[config.mk]
export PLATFORM = sky130hd
export DESIGN_NAME = servo_ramp_ctrl
export DESIGN_NICKNAME = d
export VERILOG_FILES = /design/src/rtl/servo_pkg.sv /design/src/rtl/servo_frame_timer.sv /design/src/rtl/servo_ramp_ctrl.sv
export SDC_FILE = /design/constraint.sdc
export NUM_CORES = 1
export LEC_CHECK = 0
export ABC_AREA = 1
export CAP_MARGIN = 10
export CORE_UTILIZATION = 40
export DETAILED_ROUTE_END_ITERATION = 16
export GPL_TIMING_DRIVEN = 1
export SLEW_MARGIN = 0
export SYNTH_ARGS = -nofsm -noshare
export SYNTH_HDL_FRONTEND = slang
export SYNTH_SLANG_ARGS = --single-unit
[constraint.sdc]
create_clock -name clock -period 3.6 [get_ports clock]
set_input_delay 0.54 -clock clock [delete_from_list [all_inputs] [get_ports clock]]
set_output_delay 0.54 -clock clock [all_outputs]
set_load 0.05 [all_outputs]
[src/rtl/servo_pkg.sv]
// Shared types and defaults for the servo command path.
package servo_pkg;

  localparam int unsigned DUTY_W        = 8;
  localparam int unsigned DUTY_MIN_DEF  = 0;
  localparam int unsigned DUTY_MAX_DEF  = 128;
  localparam int unsigned DUTY_INIT_DEF = 64;

  typedef enum logic {
    IDLE  = 1'b0,
    LATCH = 1'b1
  } state_t;

  // Limit a requested position to the legal duty window.
  function automatic logic [DUTY_W-1:0] clamp_duty(
    input logic [DUTY_W-1:0] v,
    input logic [DUTY_W-1:0] lo,
    input logic [DUTY_W-1:0] hi
  );
    if (v >= hi) begin
      return hi;
    end else if (v <= lo) begin
      return lo;
    end else begin
      return v;
    end
  endfunction

endpackage

[src/rtl/servo_frame_timer.sv]
// Free-running servo frame counter with a registered end-of-frame pulse.
module servo_frame_timer #(
  parameter int unsigned FRAME_CYCLES = 1000000
) (
  input  logic clock,
  input  logic reset,
  output logic frame_tick
);

  localparam int unsigned     CNT_W    = $clog2(FRAME_CYCLES);
  localparam logic [CNT_W-1:0] LAST     = CNT_W'(FRAME_CYCLES - 1);
  localparam logic [CNT_W-1:0] PRE_LAST = CNT_W'(FRAME_CYCLES - 2);

  logic [CNT_W-1:0] r_cnt;
  logic             r_tick;

  // Counter wraps at LAST; tick is registered so it coincides with count == LAST.
  always_ff @(posedge clock) begin
    if (reset) begin
      r_cnt  <= '0;
      r_tick <= 1'b0;
    end else begin
      r_cnt  <= (r_cnt == LAST) ? '0 : r_cnt + 1'b1;
      r_tick <= (r_cnt == PRE_LAST);
    end
  end

  assign frame_tick = r_tick;

endmodule

[src/rtl/servo_ramp_ctrl.sv]
// Rate-limited duty command for the servo PWM generator: one bounded step per frame,
// each new duty handed over with a fixed-length latch strobe.
module servo_ramp_ctrl
  import servo_pkg::*;
#(
  parameter int unsigned FRAME_CYCLES = 1000000,
  parameter int unsigned LATCH_CYCLES = 1024,
  parameter int unsigned STEP         = 1,
  parameter int unsigned DUTY_MIN     = DUTY_MIN_DEF,
  parameter int unsigned DUTY_MAX     = DUTY_MAX_DEF,
  parameter int unsigned DUTY_INIT    = DUTY_INIT_DEF
) (
  input  logic              clock,
  input  logic              reset,
  input  logic [DUTY_W-1:0] target,
  input  logic              target_valid,
  output logic [DUTY_W-1:0] duty,
  output logic              latch,
  output logic              at_target,
  output logic              frame_tick
);

  localparam int unsigned       DIFF_W = DUTY_W + 1;
  localparam int unsigned       LCNT_W = $clog2(LATCH_CYCLES) + 1;
  localparam logic [DUTY_W-1:0] D_MIN  = DUTY_W'(DUTY_MIN);
  localparam logic [DUTY_W-1:0] D_MAX  = DUTY_W'(DUTY_MAX);
  localparam logic [DUTY_W-1:0] D_INIT = DUTY_W'(DUTY_INIT);
  localparam logic [DIFF_W-1:0] STEP_V = DIFF_W'(STEP);
  localparam logic [LCNT_W-1:0] L_LAST = LCNT_W'(LATCH_CYCLES - 1);

  state_t            r_state;
  state_t            w_state_nxt;
  logic [DUTY_W-1:0] r_duty;
  logic [DUTY_W-1:0] w_duty_nxt;
  logic [DUTY_W-1:0] r_tgt;
  logic [DUTY_W-1:0] w_tgt_nxt;
  logic              r_sync;
  logic              w_sync_nxt;
  logic [LCNT_W-1:0] r_lcnt;
  logic [LCNT_W-1:0] w_lcnt_nxt;
  logic              r_latch;
  logic              w_latch_nxt;
  logic              r_at_target;
  logic              w_at_target_nxt;
  logic              w_tick;
  logic [DIFF_W-1:0] w_up_diff;
  logic [DIFF_W-1:0] w_dn_diff;
  logic [DIFF_W-1:0] w_up_step;
  logic [DIFF_W-1:0] w_dn_step;

  servo_frame_timer #(
    .FRAME_CYCLES(FRAME_CYCLES)
  ) u_frame_timer (
    .clock      (clock),
    .reset      (reset),
    .frame_tick (w_tick)
  );

  // Distance to target in 9 bits; the step is capped by it so duty never overshoots.
  assign w_up_diff = {1'b0, r_tgt} - {1'b0, r_duty};
  assign w_dn_diff = {1'b0, r_duty} - {1'b0, r_tgt};
  assign w_up_step = (w_up_diff < STEP_V) ? w_up_diff : STEP_V;
  assign w_dn_step = (w_dn_diff < STEP_V) ? w_dn_diff : STEP_V;

  // State, duty, target and latch-counter registers.
  always_ff @(posedge clock) begin
    if (reset) begin
      r_state     <= IDLE;
      r_duty      <= D_INIT;
      r_tgt       <= D_INIT;
      r_sync      <= 1'b1;
      r_lcnt      <= '0;
      r_latch     <= 1'b0;
      r_at_target <= 1'b0;
    end else begin
      r_state     <= w_state_nxt;
      r_duty      <= w_duty_nxt;
      r_tgt       <= w_tgt_nxt;
      r_sync      <= w_sync_nxt;
      r_lcnt      <= w_lcnt_nxt;
      r_latch     <= w_latch_nxt;
      r_at_target <= w_at_target_nxt;
    end
  end

  // Next-state, step and registered-output logic; outputs follow the next state so
  // latch rises together with the new duty.
  always_comb begin
    w_state_nxt     = r_state;
    w_duty_nxt      = r_duty;
    w_tgt_nxt       = r_tgt;
    w_sync_nxt      = r_sync;
    w_lcnt_nxt      = '0;
    w_latch_nxt     = 1'b0;
    w_at_target_nxt = 1'b0;

    if (target_valid) begin
      w_tgt_nxt = clamp_duty(target, D_MIN, D_MAX);
    end

    case (r_state)
      IDLE: begin
        if (w_tick && ((r_duty != r_tgt) || r_sync)) begin
          w_state_nxt = LATCH;
          w_sync_nxt  = 1'b0;
          if (r_duty < r_tgt) begin
            w_duty_nxt = r_duty + DUTY_W'(w_up_step);
          end else if (r_duty > r_tgt) begin
            w_duty_nxt = r_duty - DUTY_W'(w_dn_step);
          end
        end
      end
      LATCH: begin
        if (r_lcnt == L_LAST) begin
          w_state_nxt = IDLE;
        end else begin
          w_lcnt_nxt = r_lcnt + 1'b1;
        end
      end
      default: w_state_nxt = IDLE;
    endcase

    w_latch_nxt     = (w_state_nxt == LATCH);
    w_at_target_nxt = (w_duty_nxt == w_tgt_nxt) && (w_state_nxt == IDLE) && !w_sync_nxt;
  end

`ifndef SYNTHESIS
  // A frame boundary must never land inside a latch window.
  always @(posedge clock) begin
    if (!reset) begin
      assert (!(w_tick && (r_state == LATCH)));
    end
  end
`endif

  assign duty       = r_duty;
  assign latch      = r_latch;
  assign at_target  = r_at_target;
  assign frame_tick = w_tick;

endmodule
# After elaboration in Yosys (flattened, before gate mapping)
# Cells that the tools add are included.
[op_classes] n_addsub=6 n_lt_le_gt_ge=6 n_mux=14 eq_ne=5 bitwise_logic=2 reduce_logical=7
[op_table] operator="$mux W8" count=9
[op_table] operator="$eq A20 B20 Y1 const B" count=2
[op_table] operator="$add A20 B1 Y20 const B" count=1
[op_table] operator="$lt A9 B1 Y1 const B" count=2
[op_table] operator="$sub A8 B8 Y9" count=2
[op_table] operator="$add A11 B1 Y11 const B" count=1
[op_table] operator="$eq A11 B10 Y1 const B" count=1
[op_table] operator="$add A8 B8 Y8" count=1
[op_table] operator="$eq A8 B8 Y1" count=1
[op_table] operator="$ge A8 B8 Y1 const B" count=1
[op_table] operator="$gt A8 B8 Y1" count=1
[op_table] operator="$le A8 B1 Y1 const B" count=1
[op_table] operator="$lt A8 B8 Y1" count=1
[op_table] operator="$ne A8 B8 Y1" count=1
[op_table] operator="$sub A8 B8 Y8" count=1
[op_table] operator="$mux W1" count=4
[op_table] operator="$logic_and A1 B1 Y1" count=3
[op_table] operator="$reduce_or A3 Y1" count=1
[op_table] operator="$not A1 Y1" count=2
[op_table] operator="$pmux W1 S2" count=1
[op_table] operator="$reduce_or A2 Y1" count=1
[op_table] operator="$logic_not A1 Y1" count=1
[op_table] operator="$logic_or A1 B1 Y1" count=1
[word_totals] out_inout_bits=11 word_cells=48 ff_bits=51 inputBits=11

# Longest topological paths before layout
# Gate-level depths: netlist (run 1).
[depth] depth_word=11 depth_mapped=31 ltp_nobuf=31

# Modules after synthesis
# From an unflattened synthesis (run 1), not the netlist that was laid out.
[unflattened] cells_unflattened=597 area_unflattened_um2=4012.6
[modules_own_cells] mod="servo_ramp_ctrl" seq_area_each_um2=600.6 instances=1 area_each_um2=2877.8 cells_per_inst=438
[modules_own_cells] mod="servo_frame_timer" seq_area_each_um2=420.4 instances=1 area_each_um2=1134.8 cells_per_inst=159

# Least setup slack after synthesis (run 1)
# Ideal clock, no wire load.
[synth_timing] path_type="reg-to-reg" from="register r_duty[1], in the netlist duty[1]" to="register r_at_target, in the netlist at_target" required_ps=3536 t_arrival_ps=3942 n_path_buf=0 stages_incl_launch_ff=23 setup_time_ps=64 period_less_slack_ps=4006 setup_slack_ps=-406 path_cell_list="dfxtp_1 -> inv_1 -> ha_1 -> nand2_1 -> o21ai_0 -> inv_1 -> o21ai_0 -> xor2_1 -> nand4_1 -> ha_1 -> fa_1 -> a31oi_1 -> xor2_1 -> nand2_1 -> nand3_1 -> nand3_1 -> nand2_1 -> nand2_1 -> nor2_1 -> nand4_1 -> a21oi_2 -> nand3_1 -> nor2_1"
[synth_between] elab_chain_cells=11 word_cells_on_any_way=26 classes_between="add/sub: 4; order compare: 4; eq/ne: 2; mux: 10; bitwise: 1; reduce/logical: 5"
[synth_rtl] element="start: declaration" line_no="servo_ramp_ctrl.sv:33" rtl="logic [DUTY_W-1:0] r_duty;"
[synth_rtl] element="start signal: assignment" line_no="servo_ramp_ctrl.sv:77" rtl="r_duty <= w_duty_nxt;"
[synth_rtl] element="$sub A8 B8 Y9" line_no="servo_ramp_ctrl.sv:61" rtl="assign w_dn_diff = {1'b0, r_duty} - {1'b0, r_tgt};"
[synth_rtl] element="$lt A9 B1 Y1" line_no="servo_ramp_ctrl.sv:63" rtl="assign w_dn_step = (w_dn_diff < STEP_V) ? w_dn_diff : STEP_V;"
[synth_rtl] element="$mux W8" line_no="servo_ramp_ctrl.sv:63"
[synth_rtl] element="$sub A8 B8 Y8" line_no="servo_ramp_ctrl.sv:109" rtl="w_duty_nxt = r_duty - DUTY_W'(w_dn_step);"
[synth_rtl] element="$mux W8" line_no="servo_ramp_ctrl.sv:108" rtl="end else if (r_duty > r_tgt) begin"
[synth_rtl] element="$mux W8" line_no="servo_ramp_ctrl.sv:106" rtl="if (r_duty < r_tgt) begin"
[synth_rtl] element="$mux W8" line_no="servo_ramp_ctrl.sv:103" rtl="if (w_tick && ((r_duty != r_tgt) || r_sync)) begin"
[synth_rtl] element="$mux W8" line_no="servo_ramp_ctrl.sv:101" rtl="case (r_state)"
[synth_rtl] element="$eq A8 B8 Y1" line_no="servo_ramp_ctrl.sv:124" rtl="w_at_target_nxt = (w_duty_nxt == w_tgt_nxt) && (w_state_nxt == IDLE) && !w_sync_nxt;"
[synth_rtl] element="$logic_and A1 B1 Y1" line_no="servo_ramp_ctrl.sv:124"
[synth_rtl] element="$logic_and A1 B1 Y1 (*)" line_no="servo_ramp_ctrl.sv:124"
[synth_rtl] element="end signal: assignment" line_no="servo_ramp_ctrl.sv:82" rtl="r_at_target <= w_at_target_nxt;"
[synth_rtl] element="end: declaration" line_no="servo_ramp_ctrl.sv:43" rtl="logic r_at_target;"
# Mark *: on every way between the ends. The rest lies on a longest branch, timed or not.
# A chain may end at the register's enable or synchronous reset.

# Worst setup path in the final report (run 1)
[layout_timing] from="register r_tgt[0]" to="register r_at_target, in the netlist at_target"
[layout_between] elab_chain_cells=11 word_cells_on_any_way=27 classes_between="add/sub: 4; order compare: 4; eq/ne: 2; mux: 11; bitwise: 1; reduce/logical: 5"
[layout_rtl] element="start: declaration" line_no="servo_ramp_ctrl.sv:35" rtl="logic [DUTY_W-1:0] r_tgt;"
[layout_rtl] element="start signal: assignment" line_no="servo_ramp_ctrl.sv:78" rtl="r_tgt <= w_tgt_nxt;"
[layout_rtl] element="$sub A8 B8 Y9" line_no="servo_ramp_ctrl.sv:61"
[layout_rtl] element="$lt A9 B1 Y1" line_no="servo_ramp_ctrl.sv:63"
[layout_rtl] element="$mux W8" line_no="servo_ramp_ctrl.sv:63"
[layout_rtl] element="$sub A8 B8 Y8" line_no="servo_ramp_ctrl.sv:109"
[layout_rtl] element="$mux W8" line_no="servo_ramp_ctrl.sv:108"
[layout_rtl] element="$mux W8" line_no="servo_ramp_ctrl.sv:106"
[layout_rtl] element="$mux W8" line_no="servo_ramp_ctrl.sv:103"
[layout_rtl] element="$mux W8" line_no="servo_ramp_ctrl.sv:101"
[layout_rtl] element="$eq A8 B8 Y1" line_no="servo_ramp_ctrl.sv:124"
[layout_rtl] element="$logic_and A1 B1 Y1" line_no="servo_ramp_ctrl.sv:124"
[layout_rtl] element="$logic_and A1 B1 Y1 (*)" line_no="servo_ramp_ctrl.sv:124"
# Marks and branches as above.

==> results of run 1 <==
registers in the layout (all words and copies together) (netlist names):
name                      count
duty                          8
latch                         1
at_target                     1
r_lcnt                       11
r_tgt                         8
u_frame_timer.r_cnt          20
r_sync                        1
u_frame_timer.frame_tick      1
worst max path at each step:
stage | start | end | slack (ps)
global route | r_tgt[0]$_SDFF_PP0_ | at_target$_SDFF_PP0_ | -300
finish | r_tgt[0]$_SDFF_PP0_ | at_target$_SDFF_PP0_ | 10
floorplan | duty[4]$_SDFF_PP0_ | at_target$_SDFF_PP0_ | 6
detailed placement | r_tgt[0]$_SDFF_PP0_ | at_target$_SDFF_PP0_ | -110
CTS | duty[0]$_SDFF_PP0_ | at_target$_SDFF_PP0_ | 0.2
global placement | r_tgt[0]$_SDFF_PP0_ | at_target$_SDFF_PP0_ | -9
power breakdown:
| part | switching [mW] | internal, mW | total, mW |
|---|---|---|---|
| clock network | 0.194 | 0.210 | 0.405 |
| registers | 0.00493 | 0.569 | 0.574 |
| logic | 0.158 | 0.0988 | 0.257 |
| total | 0.357 | 0.878 | 1.24 |
stage by stage:
step / TNS (ps) / cells / setup slack, ps / hold slack (ps)
finish: 0 / 765 / 9.956 / 452.6
global route: -316.2 / 765 / -296.5 / 476.9
CTS: 0 / 763 / 0.2376 / 457.4
detailed placement: -113.6 / 755 / -113.6 / 438.8
global placement: -8.973 / 755 / -8.973 / 430.0
floorplan: 0 / 585 / 5.500 / 417.5
what timing repair did:
item / 4_1_cts / 5_1_grt
hold buffers: 0 / 0
setup endpoints to repair: 1 / 3
pin swaps: 2 / 20
setup buffers: 0 / 2
resized for setup: 6 / 25
kinds of logic after synthesis:
| group | after synthesis | share of synthesized area, % |
|---|---|---|
| AND/OR/NAND/NOR | 282 | 34.29 |
| buffers and inverters | 108 | 11.19 |
| AO/OA/AOI/OAI | 74 | 11.23 |
| flip-flops | 51 | 26.25 |
| adder cells (fa/ha/maj) | 36 | 12.35 |
| XOR/XNOR | 20 | 4.503 |
| other | 2 | 0.1931 |
cell usage in the layout, fill, tap and decap left out, types with 4 or more instances in the layout:
| cell | n |
|---|---|
| dfxtp_1 | 45 |
| ha_1 | 29 |
| nand3_1 | 38 |
| o21ai_1 | 4 |
| nand2_1 | 132 |
| nor2_1 | 42 |
| inv_1 | 93 |
| fa_2 | 4 |
| clkbuf_8 | 5 |
| xor2_1 | 14 |
| nor4_1 | 5 |
| nand4_1 | 10 |
| nor3b_1 | 4 |
| a21oi_2 | 8 |
| nand2_2 | 13 |
| nor3_1 | 11 |
| inv_2 | 5 |
| nand3_2 | 7 |
| xnor2_1 | 6 |
| o22ai_1 | 6 |
| clkdlybuf4s50_1 | 21 |
| nor2_2 | 6 |
| o21ai_0 | 7 |
| dfxtp_2 | 4 |
| buf_4 | 31 |
| conb_1 | 14 |
| a21oi_1 | 36 |
layer usage:
| metal | track usage, % | vias to the layer above |
|---|---|---|
| met1 | 25.11 | 1676 |
| met5 | 0 | - |
| met4 | 5.574 | 0 |
| met2 | 35.62 | 56 |
| li1 | - | 1949 |
| met3 | 2.705 | 13 |
area by class of cell:
cell class                 instances  area share, %
clock buffer                       6          1.541
clock inverter                     2         0.8238
inverter                          98          7.813
multi-input combinational        426          54.80
sequential                        51          21.95
tap                              129          3.428
timing repair buffer              53          9.647
==> results.md, run 1 <==
- Number of design-rule violations left by the first detailed-router iteration: 152
- Count of flip-flops with a built-in enable after synthesis: 0
- Via count of the first global-routing pass: 3,597
- Buffers from clock root to sink, at most: 2
- Total wirelength of the detailed-routed design: 9.476 mm
- Detail-routed net length per standard cell: 12.39 um
- Width of the die: 100.6 um
- Design Area, Final: 4708 sq um
- R2R setup slack: 10 ps
- Cell type contributing the most total cell area after synthesis: dfxtp_1
- Cell chosen for the clock root: clkbuf_8
- FFs w/ async S/R, synth: 0%
- Hold depth: 1
- Number of pins exceeding their max-slew limit in the final report: 0
- Maximum number of pins on one net before global-route repair: 21
- Number of diodes: 0
- Std-Cell Rows: 35
- Worst clock skew on the final layout: 8.949 ps
- WP depth: 23
- Critical Path, Cell by Cell: inv_2, ha_4, fa_2, buf_6, xnor2_1, nor2_1, nand3_1, a211oi_2, nand4_1, ha_2, fa_2, nand4_1, nand3_1, xnor2_1, a21oi_1, nand2_1, nand3_1, nand2_1, inv_1, nand4_1, a21oi_2, nand3_1, nor2_1
- Met2 Routed Length: 4.577 mm
- Synth top area share: 26.25%
- Kind of cell adding the most delay to the critical path: adder cells
- Setup violators final: 0
- Category of the most critical setup path: reg -> reg
- Library cell appearing most often on the critical path: nand3_1
- Overall die height: 100.6 um
- Class of the tightest hold or removal check: reg -> reg
- Placeable Area: 9328 sq um
- GRT overflow: 0
- Number of input and output port buffers inserted: 21
- Critical path buffers and inverters: 3
- Critical Path Slowest Stage Cell: fa_2
- VDD IR max: 0.2344 mV
- Highest Clock Rate: 278.5 MHz
- Worst-path fanout max: 3
- Via density: 4.829
- Worst Reg-to-Reg Cells: 23
- Data arrival time of the critical path: 3840 ps
- Estimated wirelength of the detail-placed design: 7.462 mm
- Synthesized flop and latch total: 51
- Data required time at the worst endpoint: 3850 ps
- Overall die area: 10,120 sq um
- Fill cell count: 975
- Area used by multi-input combinational logic: 2580 sq um
- Placed standard-cell area: 4473 sq um
- Number of top-level design ports: 22
- Shortest clock period the worst path allows after layout: 3590 ps
- Antenna Nets Post-Route: 0
- Final Hold Fails: 0
- Residual DRC count: 0
- Reg2Reg Launch Point: r_tgt[0]$_SDFF_PP0_
- Routability cong.: 0.8322
- Highest routed layer: met4
- Clock-pin slew on the worst setup and hold paths: 100 ps
- Slew margin rel.: 65.52%
- Net count reported at finish: 682
- Largest cells by area after synthesis: dfxtp_1 26%, nand2_1 13%, ha_1 10%, inv_1 9.1%, nand3_1 5.3%
- Endpoint of the lowest-slack register-to-register path: at_target$_SDFF_PP0_
- Yosys warns: 0
- Hold worst-path end: r_lcnt[0]$_SDFF_PP0_
- First-pass GRT wire length: 16.04 mm
- Total power per unit cell area: 262.4 nW/um^2
- Ranking of synthesized cells by instance count: 134 x nand2_1, 94 x inv_1, 51 x dfxtp_1
- DR vias: 3,694
- Worst Hold Launch: r_lcnt[0]$_SDFF_PP0_
- GR Util All Layers: 19.98%
- Total number of H-tree levels: 2
- Max cap viols: 0
- CTS Buf Count: 5
- Per-instance average area after synthesis: 6.789 sq um
- Run status: finished clean
- Number of antenna violations at the first check in global routing: 0
- Register Area: 1033 sq um
- Transition time of the tightest slew-check pin: 515.5 ps
- Leakage power of the design: 2.207 nW
- Type of element capturing the critical path: flip-flop
- Post-route met1 wirelength: 4.482 mm
- RSZ-0062 raised after global routing: yes
- Critical path launch point type: flip-flop
- Final core utilization: 50.48%
- Clk Latency, worst-skew pair: 310 ps
- Number of cells produced by synthesis: 573
- Netlist Area Pre-Place: 3890 sq um
- Most common cell in the netlist: nand2_1
- Effective utilization at floorplan: 41.70%
- Total power: 1.235 mW
- Share of layout cells above drive strength 1: 16.98%
- Area added between synthesis and finish: 21.04%
- Clock Sink Count: 51
- Primary flip-flop cell chosen by synthesis mapping: dfxtp_1
- Routed length on met3: 260 um
- Crit-path max cell delay: 420 ps
- Period utilisation layout: 99.72%
- Number of search-and-repair iterations in the first detailed-routing pass: 5
- Unique cell type count in the Yosys netlist: 45
- CTS tree: yes
- Sequential-to-total area share from yosys stat: 26.25%
Power figures use the tool's default switching activity.
==> inputs of run 2 (changes only) <==
SLEW_MARGIN = not set   (was 0)
==> results of run 2 <==
No change in the layout: final DEF, timing and power equal those of run 1.
